===== config.mk =====
export PLATFORM = sky130hd
export DESIGN_NAME = i2s_capture_ctrl
export DESIGN_NICKNAME = d
export VERILOG_FILES = /design/src/rtl/i2s_capture_ctrl.sv
export SDC_FILE = /design/constraint.sdc
export NUM_CORES = 1
export LEC_CHECK = 0
export CAP_MARGIN = 20
export CORE_UTILIZATION = 58
export CTS_CLUSTER_DIAMETER = 50
export DETAILED_ROUTE_END_ITERATION = 12
export DONT_BUFFER_PORTS = 1
export GPL_TIMING_DRIVEN = 0
export PLACE_DENSITY = 0.76
export RECOVER_POWER = 25
export SLEW_MARGIN = 25
export SYNTH_ARGS = -nofsm -noshare
export SYNTH_HDL_FRONTEND = slang
export SYNTH_SLANG_ARGS = --single-unit
export TNS_END_PERCENT = 30

===== constraint.sdc =====
create_clock -name clk -period 2.7 [get_ports clk]
set_input_delay 0.27 -clock clk [delete_from_list [all_inputs] [get_ports clk]]
set_output_delay 0.27 -clock clk [all_outputs]
set_load 0.02 [all_outputs]

===== src/rtl/i2s_capture_ctrl.sv =====
// Session sequencer for the I2S mic capture path: warm-up discard, counted capture into the sample FIFO, status.
// Optional watchdog enabled by defining I2S_CAPTURE_TIMEOUT_EN.
module i2s_capture_ctrl #(
  parameter int SAMPLE_W       = 16,
  parameter int COUNT_W        = 24,
  parameter int WARMUP_SAMPLES = 4096,
  parameter int TIMEOUT_CYCLES = 65536
) (
  input  logic                clk,
  input  logic                rst,
  input  logic                start_i,
  input  logic                stop_i,
  input  logic [COUNT_W-1:0]  sample_count_i,
  input  logic                pcm_valid_i,
  input  logic [SAMPLE_W-1:0] pcm_data_i,
  input  logic                fifo_full_i,
  output logic                mic_en_o,
  output logic                fifo_wr_o,
  output logic [SAMPLE_W-1:0] fifo_data_o,
  output logic                busy_o,
  output logic                done_o,
  output logic                overflow_o,
  output logic                timeout_o,
  output logic [COUNT_W-1:0]  captured_cnt_o,
  output logic [1:0]          state_o
);

  typedef enum logic [1:0] {
    S_IDLE    = 2'd0,
    S_WARMUP  = 2'd1,
    S_CAPTURE = 2'd2,
    S_DONE    = 2'd3
  } state_e;

  localparam int WARM_W = (WARMUP_SAMPLES > 1) ? $clog2(WARMUP_SAMPLES + 1) : 1;
  localparam logic [WARM_W-1:0] WARM_LAST =
    WARM_W'((WARMUP_SAMPLES == 0) ? 0 : WARMUP_SAMPLES - 1);
  localparam state_e START_STATE = (WARMUP_SAMPLES == 0) ? S_CAPTURE : S_WARMUP;

  state_e              state_q, state_d;
  logic [COUNT_W-1:0]  target_q, target_d;
  logic [COUNT_W-1:0]  cnt_q, cnt_d;
  logic [COUNT_W-1:0]  cnt_inc;
  logic [WARM_W-1:0]   warm_q, warm_d;
  logic                overflow_q, overflow_d;
  logic                fifo_wr_q, fifo_wr_d;
  logic [SAMPLE_W-1:0] fifo_data_q, fifo_data_d;

`ifdef I2S_CAPTURE_TIMEOUT_EN
  localparam int WD_W = (TIMEOUT_CYCLES > 1) ? $clog2(TIMEOUT_CYCLES + 1) : 1;
  localparam logic [WD_W-1:0] WD_LAST = WD_W'(TIMEOUT_CYCLES - 1);
  logic [WD_W-1:0] wd_q, wd_d;
  logic            timeout_q, timeout_d;
`endif

  assign cnt_inc = cnt_q + 1'b1;

  always_comb begin
    state_d     = state_q;
    target_d    = target_q;
    cnt_d       = cnt_q;
    warm_d      = warm_q;
    overflow_d  = overflow_q;
    fifo_wr_d   = 1'b0;
    fifo_data_d = fifo_data_q;
`ifdef I2S_CAPTURE_TIMEOUT_EN
    wd_d        = wd_q;
    timeout_d   = timeout_q;
`endif
    case (state_q)
      S_IDLE, S_DONE: begin
        if (start_i) begin
          target_d   = sample_count_i;
          cnt_d      = '0;
          warm_d     = '0;
          overflow_d = 1'b0;
          state_d    = START_STATE;
`ifdef I2S_CAPTURE_TIMEOUT_EN
          wd_d       = '0;
          timeout_d  = 1'b0;
`endif
        end
      end
      S_WARMUP: begin
        if (stop_i) begin
          state_d = S_DONE;
        end else if (pcm_valid_i) begin
          if (warm_q == WARM_LAST) state_d = S_CAPTURE;
          else                     warm_d  = warm_q + 1'b1;
        end
      end
      S_CAPTURE: begin
        // A stop coincident with a sample aborts before that sample is written.
        if (stop_i) begin
          state_d = S_DONE;
        end else if (pcm_valid_i) begin
          if (fifo_full_i) begin
            overflow_d = 1'b1;
          end else begin
            fifo_wr_d   = 1'b1;
            fifo_data_d = pcm_data_i;
            cnt_d       = cnt_inc;
            if ((target_q != '0) && (cnt_inc == target_q)) state_d = S_DONE;
          end
        end
      end
      default: state_d = S_IDLE;
    endcase
`ifdef I2S_CAPTURE_TIMEOUT_EN
    if ((state_q == S_WARMUP || state_q == S_CAPTURE) && !stop_i) begin
      if (pcm_valid_i) begin
        wd_d = '0;
      end else if (wd_q == WD_LAST) begin
        state_d   = S_IDLE;
        timeout_d = 1'b1;
      end else begin
        wd_d = wd_q + 1'b1;
      end
    end
`endif
  end

  always_ff @(posedge clk or posedge rst) begin
    if (rst) begin
      state_q     <= S_IDLE;
      target_q    <= '0;
      cnt_q       <= '0;
      warm_q      <= '0;
      overflow_q  <= 1'b0;
      fifo_wr_q   <= 1'b0;
      fifo_data_q <= '0;
    end else begin
      state_q     <= state_d;
      target_q    <= target_d;
      cnt_q       <= cnt_d;
      warm_q      <= warm_d;
      overflow_q  <= overflow_d;
      fifo_wr_q   <= fifo_wr_d;
      fifo_data_q <= fifo_data_d;
    end
  end

`ifdef I2S_CAPTURE_TIMEOUT_EN
  always_ff @(posedge clk or posedge rst) begin
    if (rst) begin
      wd_q      <= '0;
      timeout_q <= 1'b0;
    end else begin
      wd_q      <= wd_d;
      timeout_q <= timeout_d;
    end
  end
  assign timeout_o = timeout_q;
`else
  assign timeout_o = 1'b0;
`endif

  // The mic clock runs exactly while a session is active.
  assign busy_o         = (state_q == S_WARMUP) || (state_q == S_CAPTURE);
  assign mic_en_o       = busy_o;
  assign done_o         = (state_q == S_DONE);
  assign overflow_o     = overflow_q;
  assign fifo_wr_o      = fifo_wr_q;
  assign fifo_data_o    = fifo_data_q;
  assign captured_cnt_o = cnt_q;
  assign state_o        = state_q;

endmodule

==> impl_results.md <==
* Outcome: finished, violations left
* Failing checks: setup timing
* Worst hold stages at 1
* Max H-tree Level at 3
* Detailed Route WL at between 10,000 and 15,000 um
* Vias at 3,537
* Synth area leader: dfrtp_1
* Cells after Synth at approximately 440
* Max Root-Sink Buffers at 2
* RR Endpoint: state_o[1]$_DFFE_PP0P_
* P_leak at 2.16 nW
* Die height at approximately 90 um
* Total CTS buffers at 9
* Clk_lat worst skew at 0.37 ns
* Reg-to-Reg Start: captured_cnt_o[7]$_DFFE_PP0P_
* Row cnt at 31
* Fill count at around 550
* CP max stage delay at between 0.4 and 0.5 ns
* Slowest-stage cell, CP: dfrtp_2
* Register area share after synthesis at 45.2%
* Largest net degree at the start of global routing at 54
* Total grt overflow at 0
* Peak VDD IR at 0.000586 V
* Post-synth EDFFs at 0
* Post-synth ARST share at 100%
* Most used cell along the critical path: buf_4
* Cell count of the worst reg-to-reg path at 12
* Met1 usage at between 30% and 40%
* Skew final at about 0.014 ns
* GP Congestion at 0.903
* Gr usage total at 26.6%
* Register bit total from synthesis at between 80 and 90
* Min-delay src: sample_count_i[6]
* Met3 Use GR at 9.64%
* Final Cycle Share at 107%
* Slack of the worst reg-to-reg path at -0.18 ns
* Initial antenna violation count at 0
* Vias in the first global route at 3,497
* CTS sink cnt at 81
* Critical Path Start Type: flop
* Synth Cell Area at 4480 um2
* Layout area overhead at 13.2%
* Antenna viol nets, final at 0
* CTS root buf: clkbuf_8
* Ports at 94
* Die area at 8080 um2
* Slew Limit Fails at 0
* Vias per std cell at between 6 and 7
* CP cell instances: buf_6 > nand4_1 > buf_4 > nor4_4 > buf_4 > buf_4 > nand2_2 > or2_2 > o21ai_0 > a31oi_1 > o41ai_4 > mux2i_1
* Critical Path Fanout Max at 6
* Drt pass-1 iters at 5
* Worst hold path class: primary input to flop
* Setup TNS at -0.355 ns
* Nets at 522
* Hold Violations, Final at 0
* Ant diodes at 0
* Final setup violation count at 2
* Ys Warns at 0
* Critical path's top delay family: simple AND/OR/NAND/NOR gates
* Wire per inst at 18.1 um
* Max-cap viol count at 0
* Post-route DRC at 0
* Post-synth top flop: dfrtp_1
* Met2 Track Usage GR at 43.7%
* Finished Cell Area at between 5000 and 6000 um2
* Max frequency at 347 MHz
* Dpl cell area at 4660 um2
* Mapped Nets at 493
* Critical Path RT at slightly below 3 ns
* Arr. time, crit path at 3.16 ns
* Clock period minus worst slack at 2.88 ns
* Rel. slew slack at between 10% and 20%
* Power Density at 899 nW/um2
* Synth top area share at 45.2%
* Worst Tran Pin Value at 1.22 ns
* Clk slew on worst S/H paths at 0.09 ns
* Global-route wire length before repair at 16,800 um
* Worst setup EP type: flop
* RSZ-0062 raised after global routing: yes
* GRT Max-Usage Layer: met2
* DP Wirelength at 7170 um
* Worst Hold Path EP: target_q[6]$_DFFE_PP0P_
* Final worst-path setup slack at -0.184 ns
* Initial DRC Count at 217
* Share of layout cells above drive strength 1 at 27.9%
* Core area at 7370 um2
* Synth Area per Inst at 10.1 um2
* Total power draw at about 4.6 mW
* Setup CP Type: flop to flop
* Top post-synthesis cells by area: dfrtp_1, mux2_2, xnor2_1
* CP Buf/Inv Count at 4
* Initial Util at 60.8%
* PortBufs at 0
* CTS tree: yes
* Die width at ~90 um
* Post-synthesis cell type count at 49
* Setup WS pre-CTS at -0.505 ns
-- state kept, by name (all words and copies together), names as in the netlist --
signal and cells:
overflow_o 1, target_q 24, state_o 2, fifo_data_o 16, fifo_wr_o 1, warm_q 13
captured_cnt_o 24
-- synth_stat cells, drive strengths merged, types with 2 or more instances --
cell and count:
a211oi 2, a21o 2, a21oi 8, a31oi 5, and2 3, and3 10
and4 2, buf 8, clkbuf 13, dfrtp 81, ha 5, inv 15
mux2 40, mux2i 2, nand2 37, nand3 19, nand4 7, nor2 31
nor3 12, nor3b 2, nor4 18, o2111ai 2, o21ai 46, o31ai 11
o32ai 2, or3 3, or4 2, xnor2 30, xor2 15
-- kinds of logic after synthesis --
kind of cell / Yosys count / share of synthesized area, %
AO/OA/AOI/OAI: 81 / 10.8
adder cells (fa/ha/maj): 5 / 1.40
buffers and inverters: 37 / 4.69
flip-flops: 81 / 45.2
other: 1 / 0.0837
multiplexers: 42 / 10.5
AND/OR/NAND/NOR: 150 / 18.5
XOR/XNOR: 45 / 8.79
-- through the flow --
step	util, %	hold slack (ns)	instances
3_5_place_dp	63.2	0.158	542
5_1_grt	68.8	0.0250	575
2_1_floorplan	-	0.421	442
3_3_place_gp	62.8	0.421	541
4_1_cts	67.6	0.0356	568
6_report	68.8	0.0446	575
-- worst max path at each step --
stage | end | cells after the start | slack (ns) | from
floorplan | state_o[0]$_DFFE_PP0P_ | 9 | 0.003 | captured_cnt_o[6]$_DFFE_PP0P_
global placement | captured_cnt_o[13]$_DFFE_PP0P_ | 1 | -0.67 | rst
detailed placement | state_o[0]$_DFFE_PP0P_ | 8 | -0.51 | captured_cnt_o[3]$_DFFE_PP0P_
CTS | state_o[0]$_DFFE_PP0P_ | 9 | -0.09 | captured_cnt_o[0]$_DFFE_PP0P_
global route | state_o[1]$_DFFE_PP0P_ | 11 | -0.30 | captured_cnt_o[7]$_DFFE_PP0P_
finish | state_o[1]$_DFFE_PP0P_ | 12 | -0.18 | captured_cnt_o[7]$_DFFE_PP0P_
-- report_power, final --
part	leakage (nW)	total (mW)	internal (mW)	switching, mW
combinational	1.04	1.63	0.731	0.897
clock	0.102	0.879	0.401	0.478
sequential	1.02	2.06	1.55	0.506
total	2.16	4.56	2.68	1.88
-- layout make-up --
class | count | area (um2) | share of cell area [%]
plain buffers | 21 | 163 | 3.21
clock buffers | 11 | 151 | 2.98
clock inverters | 5 | 46.3 | 0.912
inverters | 15 | 57.6 | 1.13
multi-input cells | 324 | 2340 | 46.0
flip-flops and latches | 81 | 2050 | 40.4
well taps | 99 | 124 | 2.44
repair buffers | 19 | 146 | 2.89
-- cell usage in the layout, fill, tap and decap left out, types with 3 or more instances in the layout --
cell type | synthesis | routed
xnor2_1 | 30 | 29
xor2_1 | 15 | 15
clkbuf_8 | 2 | 13
inv_1 | 15 | 14
nor3_1 | 12 | 12
nor4_2 | 0 | 4
o21ai_0 | 45 | 45
mux2_2 | 40 | 40
nand4_1 | 5 | 5
a31oi_1 | 5 | 4
clkbuf_1 | 10 | 6
buf_4 | 5 | 22
nand2_1 | 37 | 35
or3_1 | 3 | 3
dfrtp_1 | 81 | 63
nand3_1 | 16 | 16
o31ai_1 | 11 | 11
a21oi_1 | 8 | 8
and3_1 | 8 | 7
nor4_1 | 16 | 12
ha_1 | 5 | 4
dfrtp_2 | 0 | 18
nor2_1 | 31 | 30
clkbuf_2 | 1 | 3
-- metal layers --
metal	routed length (um)	vias up
met2	4930	176
li1	-	1629
met1	4110	1700
met3	975	32
met5	0	-
met4	377	0
-- repair_timing --
| item | 4_1_cts | 5_1_grt |
|---|---|---|
| endpoints found under the setup margin | 8 | 18 |
| hold buffers | 1 | 0 |
| buffers inserted | 9 | 8 |
| pin swaps | 5 | 8 |
| resized for setup | 11 | 19 |
| hold endpoints to repair | 28 | 0 |
(Power assumes the default switching activity.)
